===== config.mk =====
export PLATFORM = sky130hd
export DESIGN_NAME = i2s_tx_serializer
export DESIGN_NICKNAME = d
export VERILOG_FILES = /design/src/rtl/i2s_tx_serializer.sv
export SDC_FILE = /design/constraint.sdc
export NUM_CORES = 1
export LEC_CHECK = 0
export ABC_AREA = 1
export ABC_CLOCK_PERIOD_IN_PS = 1770
export CAP_MARGIN = 20
export CORE_UTILIZATION = 55
export CTS_BUF_LIST = sky130_fd_sc_hd__clkbuf_8
export DETAILED_ROUTE_END_ITERATION = 16
export MAX_ROUTING_LAYER = met4
export PLACE_DENSITY = 0.82
export SETUP_SLACK_MARGIN = 0.3
export SYNTH_ARGS = -nofsm -noshare
export SYNTH_HDL_FRONTEND = slang
export SYNTH_SLANG_ARGS = --single-unit

===== constraint.sdc =====
create_clock -name clk -period 1.77 [get_ports clk]
set_clock_uncertainty 0.1 [all_clocks]
set_input_delay 0.4425 -clock clk [delete_from_list [all_inputs] [get_ports clk]]
set_output_delay 0.4425 -clock clk [all_outputs]
set_load 0.03 [all_outputs]

===== src/rtl/i2s_tx_serializer.sv =====
// I2S (Philips) slave transmitter: one-pair input buffer, MSB-first shifter timed by external sck/ws.
// Optional saturating underrun counter built when I2S_TX_UNDERRUN_CNT_EN is defined.
module i2s_tx_serializer #(
    parameter int DW = 8
) (
    input  logic          clk,
    input  logic          rst,
    input  logic          sck_i,
    input  logic          ws_i,
    input  logic [DW-1:0] in_l,
    input  logic [DW-1:0] in_r,
    input  logic          in_valid,
    output logic          in_ready,
    output logic          sd_o,
    output logic          sample_req,
    output logic          underrun,
    output logic [7:0]    underrun_cnt
);
    localparam int CW = $clog2(DW + 1);

    logic [1:0]    sck_sync, ws_sync;
    logic          sck_s, ws_s, sck_q, rise, fall;
    logic          ws_lat, ws_chg, buf_full;
    logic [DW-1:0] buf_l, buf_r, shr, r_hold;
    logic [CW-1:0] bitcnt;

    assign sck_s    = sck_sync[1];
    assign ws_s     = ws_sync[1];
    assign rise     = sck_s & ~sck_q;
    assign fall     = ~sck_s & sck_q;
    assign in_ready = ~buf_full;

    always_ff @(posedge clk) begin
        if (rst) begin
            sck_sync <= '0;
            ws_sync  <= '0;
            sck_q    <= 1'b0;
        end else begin
            sck_sync <= {sck_sync[0], sck_i};
            ws_sync  <= {ws_sync[0], ws_i};
            sck_q    <= sck_s;
        end
    end

    always_ff @(posedge clk) begin
        if (rst) begin
            ws_lat     <= 1'b0;
            ws_chg     <= 1'b0;
            buf_full   <= 1'b0;
            buf_l      <= '0;
            buf_r      <= '0;
            shr        <= '0;
            r_hold     <= '0;
            bitcnt     <= '0;
            sd_o       <= 1'b0;
            sample_req <= 1'b0;
            underrun   <= 1'b0;
        end else begin
            sample_req <= 1'b0;
            underrun   <= 1'b0;
            // Buffer is only writable while empty, so a write never races a consume.
            if (in_valid && in_ready) begin
                buf_l    <= in_l;
                buf_r    <= in_r;
                buf_full <= 1'b1;
            end
            if (rise) begin
                ws_lat <= ws_s;
                ws_chg <= (ws_s != ws_lat);
            end else if (fall) begin
                if (ws_chg) begin
                    ws_chg <= 1'b0;
                    bitcnt <= CW'(1);
                    if (ws_lat) begin
                        shr  <= r_hold;
                        sd_o <= r_hold[DW-1];
                    end else if (buf_full) begin
                        shr        <= buf_l;
                        r_hold     <= buf_r;
                        buf_full   <= 1'b0;
                        sd_o       <= buf_l[DW-1];
                        sample_req <= 1'b1;
                    end else begin
                        // Nothing to send: mute both slots of this frame.
                        shr      <= '0;
                        r_hold   <= '0;
                        sd_o     <= 1'b0;
                        underrun <= 1'b1;
                    end
                end else if (bitcnt < CW'(DW)) begin
                    shr    <= shr << 1;
                    sd_o   <= shr[DW-2];
                    bitcnt <= bitcnt + CW'(1);
                end else begin
                    sd_o <= 1'b0;
                end
            end
        end
    end

`ifdef I2S_TX_UNDERRUN_CNT_EN
    logic [7:0] ucnt;
    always_ff @(posedge clk) begin
        if (rst)
            ucnt <= 8'h00;
        else if (underrun && ucnt != 8'hFF)
            ucnt <= ucnt + 8'h01;
    end
    assign underrun_cnt = ucnt;
`else
    assign underrun_cnt = 8'h00;
`endif

endmodule


# ---- Yosys cells after proc, flatten, opt, wreduce, memory -nomap -nowiden
# Index checks and enable logic that the tools add are counted.
dict set report word_totals {
  ff_bits 46
  output_inout_bits 12
  elab_cells 54
}
dict set report classes {
  addsub 1
  magnitude_cmp 1
  n_eq_ne 1
  n_mux 21
  bitwise 9
  n_reduce_logical 7
}
# cell n
set ops {}
lappend ops {{7-bit 2-to-1 mux} 4}
lappend ops {{1-bit 2-to-1 mux} 14}
lappend ops {{4-bit 2-to-1 mux} 2}
lappend ops {{8-bit 2-to-1 mux} 1}
lappend ops {{1-bit inverter} 7}
lappend ops {{5-bit OR reduction} 1}
lappend ops {{4-bit by 1-bit adder with 4-bit output (second input constant)} 1}
lappend ops {{4-bit < comparator (second input constant)} 1}
lappend ops {{4-bit AND reduction} 1}
lappend ops {{2-bit nonzero test} 2}
lappend ops {{3-bit AND reduction} 1}
lappend ops {{1-bit AND} 2}
lappend ops {{2-bit AND reduction} 1}
lappend ops {{1-bit logical AND} 1}
lappend ops {{1-bit != test} 1}

# ---- Depth between registers and ports, before layout
# Gate-level depths: netlist (run 1).
dict set report depth {
  depth_word 8
  mapped_depth 9
}

# ---- Least setup slack after synthesis (run 1)
# OpenSTA, ideal clock, no wires.
dict set report synth_path {
  path_type {flip-flop to flip-flop}
  from {register sck_sync[1]}
  to {register shr[1]}
  setup_ns 0.112
  arrival_ns 1.139
  slack_ns 0.419
  path_stages_with_launch 9
  n_path_buf 1
  cell_sequence {dfxtp_1 > inv_1 > ha_1 > inv_2 > nor2_2 > buf_2 > nand3_1 > nor2_1 > nor2_1}
}
dict set report synth_between {
  elab_chain_cells 3
  word_cells_on_any_way 5
  cone_classes {bitwise: 4; reduce/logical: 1}
}
# item line
set synth_lines {}
lappend synth_lines {{start, declared} 21} ;# logic [1:0] sck_sync, ws_sync;
lappend synth_lines {{start signal, assigned} 39} ;# sck_sync <= {sck_sync[0], sck_i};
lappend synth_lines {{1-bit AND / 1-bit inverter (equally long branches)} {29, 30}}
lappend synth_lines {{1-bit inverter (no source line) / 1-bit AND (equally long branches)} --}
lappend synth_lines {{3-bit AND reduction (no source line) *} --}
lappend synth_lines {{end signal, assigned} 75} ;# shr <= r_hold;
lappend synth_lines {{end signal, assigned} 78} ;# shr <= buf_l;
lappend synth_lines {{end signal, assigned} 91} ;# shr <= shr << 1;
lappend synth_lines {{end, declared} 24} ;# logic [DW-1:0] buf_l, buf_r, shr, r_hold;
# Mark *: on every way between the ends. The rest lies on a longest branch, timed or not.
# A chain may end at the register's enable or synchronous reset.

# ---- Worst setup path in the final report (run 1)
dict set report layout_path {
  from {register underrun}
  to {output underrun}
}
# item line
set layout_lines {}
lappend layout_lines {{start, declared} 16} ;# output logic underrun,
lappend layout_lines {{start signal, assigned} 57} ;# underrun <= 1'b0;
lappend layout_lines {{start signal, assigned} 60} ;# underrun <= 1'b0;
lappend layout_lines {{start signal, assigned} 88} ;# underrun <= 1'b1;
# No word-level cell between the ends.

==> flow_summary.toml, run 1 <==
[critical_path]
regToRegEndpoint = "shr[2]"
reg2regPathDepth = 7
crit_type = "reg -> out"
worstPathMaxFanout = 1
cp_slowest_cell = "dfxtp_1"
start_kind = "flop"
end_kind = "output port"
cp.required_ps = 1230
cp_num_buf_inv = 1
path_cells = "clkdlybuf4s15_2"
crit_family = "flip-flops"
reg2reg_from = "sck_q"
max_stage_delay_ps = 310
crit_arrival_ps = 890
r2r_slack_ps = 390

[placed_design]
dp_hpwl_um = 2780
routabilityCongestion = 0.791
place.port_buffers = 24

[routing]
drt_wl_total_um = 3870
via_per_inst = 4.96
wl_per_cell_um = 11.0
drc = 0
ant_nets = 0
firstDrtPassIters = 4
vias = 1740
drtIter0Drc = 68

[die]
row_count = 21
dieArea_sq_um = 3880
start_util_pct = 58.5
core_sq_um = 3420
ios = 33
die_y_um = 62.3
fp.dieW_um = 62.3

[pwr]
p_sw_w = 0.000506
p_leak_nw = 1.00
clock_power_share_pct = 36.5
intPower_w = 0.00163
comb_power_share_pct = 11.7
power_density_nw_per_um2 = 880
p_seq_share_pct = 51.8
ir_worst_vdd_mv = 0.602
p_total_w = 0.00214
switching_share_pct = 23.6

[run_status]
status = "finished, final reports clean"

[layout]
antenna_cells = 0
syn2layout_area_growth_pct = 21.8
drive_gt1_share_pct = 11.8
postLayoutCoreUtil_pct = 71.2
fillers = 285
nNetsFinal = 330

[timing]
fin_setup_tns_ps = 0
finalHoldViolations = 0
finalSetupViolCount = 0
fin_crit_sh_pct = 81.2
whs_ps = 306
rsz0062_at_grt = "true"
max_freq_ghz = 0.696
period_minus_slack_ps = 1440
slew_viol_final = 0

[worst_hold_path]
hold_depth = 2
min_from = "sck_sync[0]"
hold_end = "sck_sync[1]"
min_path_type = "reg -> reg"

[grt]
grt_overflow = 0
grt_pass1_wl_um = 6730
first_global_vias = 1586
antenna_found_initial = 0
grt_max_degree = 21
grt.total_usage_pct = 22.5

[clock_network]
insertion_delay_ps = 300
cts-root-buf = "clkbuf_8"
path_clk_slew_ps = 70
clock_sinks = 46
cts_tree = "yes"
htree_levels = 2
numCtsBuffers = 5
clock_path_buffers = 2

[synth]
synth_area_leaders = "dfxtp_1 (46%), nor2_1 (11%), nand2_1 (8.8%)"
synth-warning-count = 0
netlist_area_sq_um = 2000
synth-seq-cells = 46
yosysMostFrequentCell = "nor2_1"
ys_seq_area_share_pct = 46.1
yosys.area.top_type = "dfxtp_1"
ys_types = 21
synth_edf_count = 0
yosys.area.top_type_share_pct = 46.1
syn_inst = 279
synthTopCellsByCount = "nor2_1 (61), nand2_1 (47), dfxtp_1 (46)"
syn_avg_cell_area_sq_um = 7.16
async_reset_ff_share_pct = 0
synth_ff_type = "dfxtp_1"

[run]
maxCapViolations = 0
[repair_timing]
item / 4_1_cts / 5_1_grt
hold buffers: 0 / 0
endpoints found under the setup margin: 22 / 22
buffers inserted: 0 / 2
gates cloned: 0 / 0
resized for setup: 17 / 14
pin swaps: 0 / 3
[metal layers]
metal	global-route usage [%]	vias up	wire length [um]	part of all wire, %
met1	25.4	783	1750	45
met2	38.5	34	1930	50
met4	9.30	0	64	1.7
met5	-	-	0	0
li1	-	916	-	-
met3	4.60	7	120	3.1
[cell families (layout without fill, tap and decap cells)]
group / after synthesis / count (layout) / share of synthesized area (%)
compound gates: 41 / 41 / 10.3
fa+ha+maj: 4 / 4 / 2.51
buf+inv: 45 / 64 / 10.9
flops: 46 / 46 / 46.1
other cells: 1 / 8 / 0.188
simple gates: 142 / 142 / 30.0
[layout by cell type, fill, tap and decap left out]
master           instances
nand2_2                  1
nor2_1                  60
nand2_4                  2
nand4_4                  1
inv_2                    6
o21ai_1                  3
nand2_1                 47
ha_4                     1
nand4_1                  1
buf_4                    7
a21oi_1                  6
nand3_4                  1
clkdlybuf4s15_2          2
nor2_4                   2
clkdlybuf4s50_1         20
nand3_1                 27
buf_12                   1
buf_2                    1
o21ai_0                 32
dfxtp_2                  2
conb_1                   8
dfxtp_1                 44
clkbuf_8                 6
buf_6                    1
inv_1                   19
ha_1                     2
bufinv_16                1
ha_2                     1
[how the worst max path moves through the flow]
stage                            from  slack (ps)        to  depth (start not counted)
after CTS                 sck_sync[1]         240    shr[2]                          8
after floorplan           sck_sync[1]         420    shr[1]                          8
final                        underrun         330  underrun                          1
after global routing            sck_q         290    shr[6]                          7
after global placement       in_valid         120  buf_r[0]                          5
after detailed placement     in_valid         100  buf_r[1]                          5
[worst reg2reg max path, delay by kind of cell (launching register included)]
| kind | cells | cell delay [ps] |
|---|---|---|
| adder cells (fa/ha/maj) | 1 | 210 |
| buffers and inverters | 2 | 200 |
| flip-flops | 1 | 370 |
| AND/OR/NAND/NOR | 4 | 410 |
[power groups by stage]
| stage | clock network, W | registers [W] | logic (W) |
|---|---|---|---|
| finish | 0.000781 | 0.00111 | 0.000250 |
| global route | 0.000836 | 0.00112 | 0.000282 |
| CTS | 0.000794 | 0.00111 | 0.000243 |
| detailed placement | 0 | 0.00113 | 0.000242 |
| global placement | 0 | 0.00113 | 0.000237 |
| floorplan | 0 | 0.00112 | 0.000174 |
[layout make-up]
type,instances,area [sq um],share of cell area (%)
Multi-Input combinational cell,195,933,38.4
Tap cell,46,57.6,2.37
Clock buffer,6,82.6,3.40
Clock inverter,1,30.0,1.23
Timing Repair Buffer,32,312,12.8
Inverter,25,93.8,3.86
Sequential cell,46,923,38.0
[state kept, by name, indices dropped and copies added, names as in the netlist]
register    count
sd_o            1
buf_l           8
shr             7
ws_lat          1
ws_chg          1
buf_full        1
ws_sync         2
sck_sync        2
underrun        1
bitcnt          4
r_hold          8
sample_req      1
buf_r           8
sck_q           1
[through the flow]
step	instance area, sq um	instances	worst slack [ps]
floorplan	2020	286	419
global placement	2250	342	122
detailed placement	2250	342	102
CTS	2380	349	243
global route	2430	351	293
finish	2430	351	333
Power figures use the tool's default switching activity.
==> run 2: changes to the inputs <==
Settings changed: ABC_CLOCK_PERIOD_IN_PS 1770 to 1500.
Clock period 1.77 ns to 1.5 ns, I/O delays scaled along.
==> run 2 against run 1 <==
  * Combinational power grew 52%
  * Power grew 15%
  * Wire length grew 24%
  * Sequential power grew 18%
  * Clock-buffer cell count shrank 1
  * Highest routed layer unchanged
==> flow_summary.toml, run 2 (same netlist as run 1, synthesis figures left out) <==
[run_status]
status = "finished, final reports clean"

[layout]
drive_gt1_share_pct = 25.8
nNetsFinal = 346
reg.largest.list = "buf_l x8, buf_r x8, r_hold x8"
antenna_cells = 0
syn2layout_area_growth_pct = 37.0
layout_commonest_cell = "nor2_1"
mostFrequentLayoutCells = "nor2_1 (56), nand2_1 (46), dfxtp_1 (38)"
stdcell_area_sq_um = 2740
fillers = 241

[pwr]
p_leak_nw = 1.11
ir_worst_vdd_mv = 0.836
power_density_nw_per_um2 = 900

[grt]
top_usage_layer = "met2"
use_met1_pct = 30.3
met2_usage_pct = 43.8
grt_max_degree = 17
grt_pass1_wl_um = 7720
grt_overflow = 0
use_met3_pct = 5.33
first_global_vias = 1707
antenna_found_initial = 0
grt.total_usage_pct = 26.2

[timing]
max_freq_ghz = 0.703
period_minus_slack_ps = 1420
fin_crit_sh_pct = 94.8
rsz0062_at_grt = "true"
finalSetupViolCount = 0
finalHoldViolations = 0
slew_viol_final = 0
worst_slack_ps = 77.9

[die]
fp.dieW_um = 62.3
ios = 33
die_y_um = 62.3
start_util_pct = 58.5
dieArea_sq_um = 3880
core_sq_um = 3420
row_count = 21

[critical_path]
startpoint = "sck_q"
reg2reg_from = "sck_q"
end_kind = "flop"
start_kind = "flop"
cp.required_ps = 1630
worstPathMaxFanout = 5
crit_type = "reg -> reg"
crit_arrival_ps = 1550

[placed_design]
place.port_buffers = 24
placed_cell_area_sq_um = 2360
dp_hpwl_um = 2850
place_ws_ps = -89.7
routabilityCongestion = 0.840

[clock_network]
numCtsBuffers = 5
insertion_delay_ps = 310
clock_path_buffers = 2
htree_levels = 2
path_clk_slew_ps = 90
clock_sinks = 46
cts-root-buf = "clkbuf_8"
cts_tree = "yes"

[run]
maxCapViolations = 0

[routing]
vias = 1864
drc = 0
ant_nets = 0
drt_wl_total_um = 4790
firstDrtPassIters = 4
drtIter0Drc = 118
wl_per_cell_um = 13.0
via_per_inst = 5.07

[worst_hold_path]
min_from = "sck_sync[0]"
min_path_type = "reg -> reg"
==> run 2: critical path, cell delays in order, from the launching register on <==
cell	delay (ps)
dfxtp_4	390
inv_4	40
ha_4	170
nor2_4	130
buf_12	140
nand4_4	150
o21ai_0	230
==> run 2: repair_timing <==
item,4_1_cts,5_1_grt
pin swaps,14,10
hold endpoints to repair,0,0
cloned,3,0
gates resized for setup,43,38
endpoints found under the setup margin,42,44
hold buffers,0,0
buffers inserted,5,3
==> run 2: report_power, final <==
| part | switching [W] | internal [W] | leakage [nW] |
|---|---|---|---|
| clock network | 0.000443 | 0.000328 | 0.0441 |
| registers | 0.0000375 | 0.00127 | 0.380 |
| logic | 0.000214 | 0.000165 | 0.685 |
| total | 0.000694 | 0.00177 | 1.11 |
==> run 2: layout make-up <==
cell class,instances,area [sq um],share of cell area (%)
Tap cell,46,57.6,2.10
Sequential cell,46,936,34.2
Clock buffer,5,68.8,2.52
Timing Repair Buffer,45,449,16.4
Multi-Input combinational cell,198,1100,40.2
Inverter,25,104,3.80
Clock inverter,3,21.3,0.778
==> run 2: metrics by stage <==
stage	TNS [ps]	hold slack, ps	total power, W	utilization, %	std cells
detailed placement	-1620	288	0.00165	69.1	349
CTS	0	301	0.00243	76.0	365
global placement	-769	282	0.00164	69.1	349
floorplan	0	281	0.00154	-	286
finish	0	322	0.00246	80.1	368
global route	0	344	0.00256	80.1	368
==> run 2: per-layer routing <==
| layer | wire length (um) | share of wire [%] |
|---|---|---|
| met1 | 2090 | 44 |
| met5 | 0 | 0 |
| met4 | 98 | 2.0 |
| met2 | 2440 | 51 |
| met3 | 157 | 3.3 |
==> run 2: final timing paths <==
check,slack (ps),cells past startpoint,end
hold / removal,320,2,sck_sync[1]
setup reg to reg,80,6,r_hold[2]
setup / recovery,80,6,r_hold[2]
hold reg to reg,320,2,sck_sync[1]
==> run 3: changes to the inputs <==
Settings changed: GPL_ROUTABILITY_DRIVEN from default to 1.
==> results of run 3 <==
Same layout as run 2: the final DEF is identical, and so are final timing and power.
==> variant 1: new RTL, settings of run 3 <==
The parameter `DW` goes from 8 to 16.
--- a/src/rtl/i2s_tx_serializer.sv
+++ b/src/rtl/i2s_tx_serializer.sv
@@ -3,3 +3,3 @@
 module i2s_tx_serializer #(
-    parameter int DW = 8
+    parameter int DW = 16
 ) (
Ports: changed (resized in_l and in_r); port bits go from 33 to 49. The function was not compared with the original's and may differ.
==> variant 1 against run 3 <==
The flow now finishes with violations (setup timing); first-iteration DRC count rose to 4.9 times the old value; sequential cell count up 33; worst setup slack worse by 0.16 ns; maximum frequency down 10%; critical endpoint is now shr[5]$_SDFFE_PP0P_; largest cell class unchanged; sequential share of layout area about the same; area after synthesis up 74%; clock power up 91%; routed wire length up 120%; design area up 71%; count of clock-buffer cells in the layout up 6; power up 78%.
==> variant 1: results (changes against run 3) <==
Run status
The run finished, with violations left. The final reports fail on setup timing.

GRT
The global-route track usage on met2 was 44.9% (+1.1 points). The met3 global-route usage is 6.52% (+1.2 points). The number of global-route vias before repair was 3060 (+79%). The largest net degree at the start of global routing is 37 (+20). The total global-route track usage is 28.4% (+2.2 points).

Route
The detailed-routed wire length on met3 came to 900 um (+470%). The detailed-routing iteration count for the pre-antenna-repair pass was 12 (+8). The wire length on met2 was 5.03 mm (+110%).

The first-iteration detailed-routing DRC count was 576 (+390%). The overall via count from detail_route is 3597 (+93%).

Clocking
The depth of the CTS H-tree is 3 (+1). The number of clock buffers inserted by TritonCTS is 9 (+4). The insertion delay of the later-clocked pin in the worst-skew pair is 0.37 ns (+0.06 ns).

Finish
The post-layout net count is 589 (+70%). The largest registers in the layout are buf_l x16, buf_r x16, r_hold x16.

Worst setup path
The biggest cell delay along the critical path is 0.34 ns (-0.05 ns). The worst reg2reg path depth is 8 (+2). In this run the critical register-to-register path is launched from sck_sync[1]$_SDFF_PP0_.

Synth
In the synthesized netlist, the cells that appear most often are nor2_1, nand2_1, dfxtp_1, o21ai_0, inv_1. Sorting the synthesized cells by area gives the leading types as dfxtp_1, nor2_1, nand2_1. The number of distinct standard cells referenced by the synthesized netlist is 25 (+19%). The part of the Yosys area used for sequential elements was 45.6% (-0.48 points).

STA
The number of setup violations in the final report was 5 (+5). The worst setup margin was -0.0865 ns (-0.164 ns).

Min path
In this run the most critical hold path is launched from ws_sync[0]$_SDFF_PP0_.

Power
The leakage component of the power is 2.13 nW (+92%).
-- variant 1: cell count changes in the layout (fill, tap and decap cells not counted), sizes merged, moves of 5 or more --
cell           change
nor2              +71
dfxtp             +33
nand2             +62
clkdlybuf4s50     +16
buf                +6
a21oi              +7
inv               +12
o211ai            +13
nand3              -5
o21ai              +7
clkbuf             +7
-- variant 1: cells by family after synthesis --
group | after synthesis | synth area share [%]
and+or+nand+nor | 270 | 31.4
adders and majority gates | 4 | 1.44
AOI/OAI and AO/OA | 68 | 10.8
DFF | 79 | 45.6
buffers and inverters | 73 | 10.6
other | 1 | 0.108
-- variant 1: report_power, final --
group,internal (mW),switching [mW]
sequential,2.19,0.0754
combinational,0.283,0.356
clock,0.674,0.796
total,3.15,1.23
-- variant 1: layout make-up --
type | instances | area, um2 | area share (%)
repair buffers | 68 | 771 | 16.5
inverters | 36 | 148 | 3.16
clock inverters | 5 | 25.0 | 0.536
flip-flops and latches | 79 | 1600 | 34.2
multi-input cells | 354 | 1890 | 40.4
clock buffers | 11 | 151 | 3.24
well taps | 75 | 93.8 | 2.01
-- variant 1: worst max path at each step --
stage / start / endpoint / cells past startpoint
finish: sck_sync[1]$_SDFF_PP0_ / shr[5]$_SDFFE_PP0P_ / 8
global route: sck_sync[1]$_SDFF_PP0_ / shr[5]$_SDFFE_PP0P_ / 8
CTS: sck_sync[1]$_SDFF_PP0_ / shr[14]$_SDFFE_PP0P_ / 8
detailed placement: rst / buf_r[4]$_SDFFE_PP0P_ / 5
global placement: rst / buf_l[0]$_SDFFE_PP0P_ / 5
floorplan: sck_q$_SDFF_PP0_ / r_hold[10]$_SDFFE_PP0P_ / 8
-- variant 1: worst register-to-register path, delay by kind of cell (launching register included) --
| kind | cells | cell delay [ns] |
|---|---|---|
| fa+ha+maj | 1 | 0.14 |
| flops | 1 | 0.34 |
| simple gates | 3 | 0.47 |
| compound gates | 1 | 0.11 |
| buf+inv | 3 | 0.30 |
-- variant 1: through the flow --
| step | setup slack (ns) | area (um2) | hold WS [ns] | util, % | TNS [ns] |
|---|---|---|---|---|---|
| 3_5_place_dp | -0.195 | 4000 | 0.291 | 66.7 | -5.56 |
| 4_1_cts | 0.0915 | 4410 | 0.301 | 73.5 | 0 |
| 2_1_floorplan | 0.144 | 3570 | 0.281 | - | 0 |
| 6_report | -0.0865 | 4670 | 0.306 | 78.0 | -0.151 |
| 5_1_grt | -0.172 | 4670 | 0.339 | 78.0 | -0.466 |
| 3_3_place_gp | -0.115 | 4000 | 0.282 | 66.7 | -3.61 |
-- variant 1: repair_timing --
item                                    in CTS  in global routing
endpoints found under the setup margin      76                 69
gates resized for setup                     52                 67
hold buffers                                 0                  0
gates cloned                                 4                  1
pin swaps                                    2                 18
buffers inserted                             7                  4
==> variant 2: new RTL, settings of run 3 <==
Without the edit above. The option `I2S_TX_UNDERRUN_CNT_EN` is turned on by a define.
--- a/src/rtl/i2s_tx_serializer.sv
+++ b/src/rtl/i2s_tx_serializer.sv
@@ -2,2 +2,4 @@
 // Optional saturating underrun counter built when I2S_TX_UNDERRUN_CNT_EN is defined.
+`define I2S_TX_UNDERRUN_CNT_EN
+
 module i2s_tx_serializer #(
Function: changed (Yosys sat finds a counterexample within 10 cycles, from zero or initial values and one cycle with rst high).
==> variant 2 against run 3 <==
The run now ends with setup timing left; largest power group unchanged; power is 8.3% higher; design area is 29% higher; critical path depth is 2 higher; routed wire length is 39% higher; largest cell class unchanged; sequential cell count is 8 higher; critical path type unchanged; worst setup slack worse by 0.087 ns; area after synthesis is 15% higher; sequential power is 16% higher; core utilization is 7.9 points higher.
==> variant 2: results (changes against run 3) <==
Run status
The run finished, with violations left. The final reports fail on setup timing.

Synth
The main flop type after synthesis is dfxtp_1. The mean area per synthesized cell is 7.68 um2 (+7.3%). The number of distinct standard cells referenced by the synthesized netlist is 28 (+33%). In the synthesized netlist, the cells that appear most often are dfxtp_1, nor2_1, nand2_1, a21oi_1, o21ai_0.

The top-area cell type share of the netlist area is 46.9% (+0.82 points). The part of the Yosys area used for sequential elements is 46.9% (+0.82 points). The share of flip-flops with an asynchronous set or reset is 0% (unchanged). In the post-synthesis netlist, the biggest area contributors are dfxtp_1, a21oi_1, nor2_1.

STA
The worst setup margin is -0.00934 ns (-0.0872 ns). The aggregate negative setup slack is -0.00934 ns (-0.00934 ns). The tightest hold margin is 0.326 ns (+0.00404 ns). The number of setup violations in the final report was 1 (+1).

Power
The leakage component of the power is 1.38 nW (+25%). The switching share of total power is 26.6% (-1.6 points). The power consumed by the clock network was 0.786 mW (+2%).

The combinational cell power is 0.359 mW (-5.3%). The total power is 2.67 mW (+8.3%). The peak supply drop is 682 uV (-18%).

Min path
The number of cells on the worst hold path came to 2 (unchanged). The worst hold path terminates at ws_sync[1]$_SDFF_PP0_. The start point of the worst hold path is ws_sync[0]$_SDFF_PP0_.

Clocking
The cell sitting at the root of the clock tree is a clkbuf_8. The quantity of gates resized following cts came to 68 (+58%). The insertion delay of the later-clocked pin in the worst-skew pair is 0.31 ns (about the same). The number of setup buffers added after CTS was 14 (+9).

Placed design
The count of buffers inserted at the top-level ports was 32 (+33%). The placed instance count was 382 (+9.5%). The pre-CTS setup slack is -0.0539 ns (+0.0358 ns).

The half-perimeter wire length after placement is 3.39 mm (+19%). The placed standard-cell area is 2780 um2 (+18%). The final weighted congestion in routability-driven placement came to 0.819 (-2.5%).

GRT
The total global-route track usage is 27.2% (+0.97 points). The global-route wire length before repair is 8.85 mm (+15%). The number of global-route vias before repair is 1955 (+15%).

Route
The overall via count from detail_route is 2316 (+24%). The aggregate routed wire length is 6.66 mm (+39%). The first-iteration detailed-routing DRC count is 205 (+74%). The detail-routed via count per cell is 5.65 (+12%).

Finish
The ratio of cells with drive above 1 in the final layout is 43.1% (+17 points). The number of fill cells is 181 (-25%). The post-layout net count came to 386 (+12%).

Worst setup path
The data arrival time of the critical path is 1.61 ns (+0.06 ns). The largest fanout on the critical path came to 9 (+4). The worst reg2reg path depth is 8 (+2). The endpoint of the most critical register-to-register path is shr[5]$_SDFFE_PP0P_.
[variant 2: cell types whose count changed after synthesis, sizes merged, moves of 5 or more]
cell    before  now
a21oi        6   37
nor2        62   47
nand3       28   18
dfxtp       46   54
buf         18   11
nand2       50   44
o211ai       0    5
[variant 2: worst max path at each step]
stage	start	endpoint	slack, ns	depth (start not counted)
final	sck_q$_SDFF_PP0_	shr[5]$_SDFFE_PP0P_	-0.009	8
after global routing	sck_q$_SDFF_PP0_	shr[5]$_SDFFE_PP0P_	-0.06	8
after CTS	underrun_cnt[6]$_SDFFE_PP0P_	underrun_cnt[6]	0.09	1
after detailed placement	rst	shr[4]$_SDFFE_PP0P_	-0.05	5
after global placement	in_valid	buf_l[1]$_SDFFE_PP0P_	-0.01	5
after floorplan	sck_sync[1]$_SDFF_PP0_	r_hold[7]$_SDFFE_PP0P_	0.12	8
[variant 2: logic make-up (layout without fill, tap and decap cells)]
kind of cell | Yosys count | in the layout | share of synthesized area, %
simple gates | 118 | 118 | 23.7
compound gates | 78 | 78 | 17.8
flops | 54 | 54 | 46.9
buf+inv | 44 | 104 | 8.47
fa+ha+maj | 5 | 5 | 2.72
xor+xnor | 1 | 1 | 0.380
[variant 2: cell type report]
cell class | count | area (um2) | share of cell area (%)
Clock buffer | 5 | 68.8 | 1.95
Tap cell | 50 | 62.6 | 1.78
Timing Repair Buffer | 68 | 691 | 19.6
Inverter | 29 | 138 | 3.91
Sequential cell | 54 | 1120 | 31.9
Clock inverter | 2 | 10.0 | 0.284
Multi-Input combinational cell | 202 | 1430 | 40.5
[variant 2: routing by layer]
metal  part of all wire [%]  track usage (%)  vias to the layer above
li1                       -                -                     1109
met1                     40             31.7                     1085
met2                     50             45.6                       99
met3                    5.8             5.48                       23
met4                    4.0             10.9                        0
met5                      0                -                        -
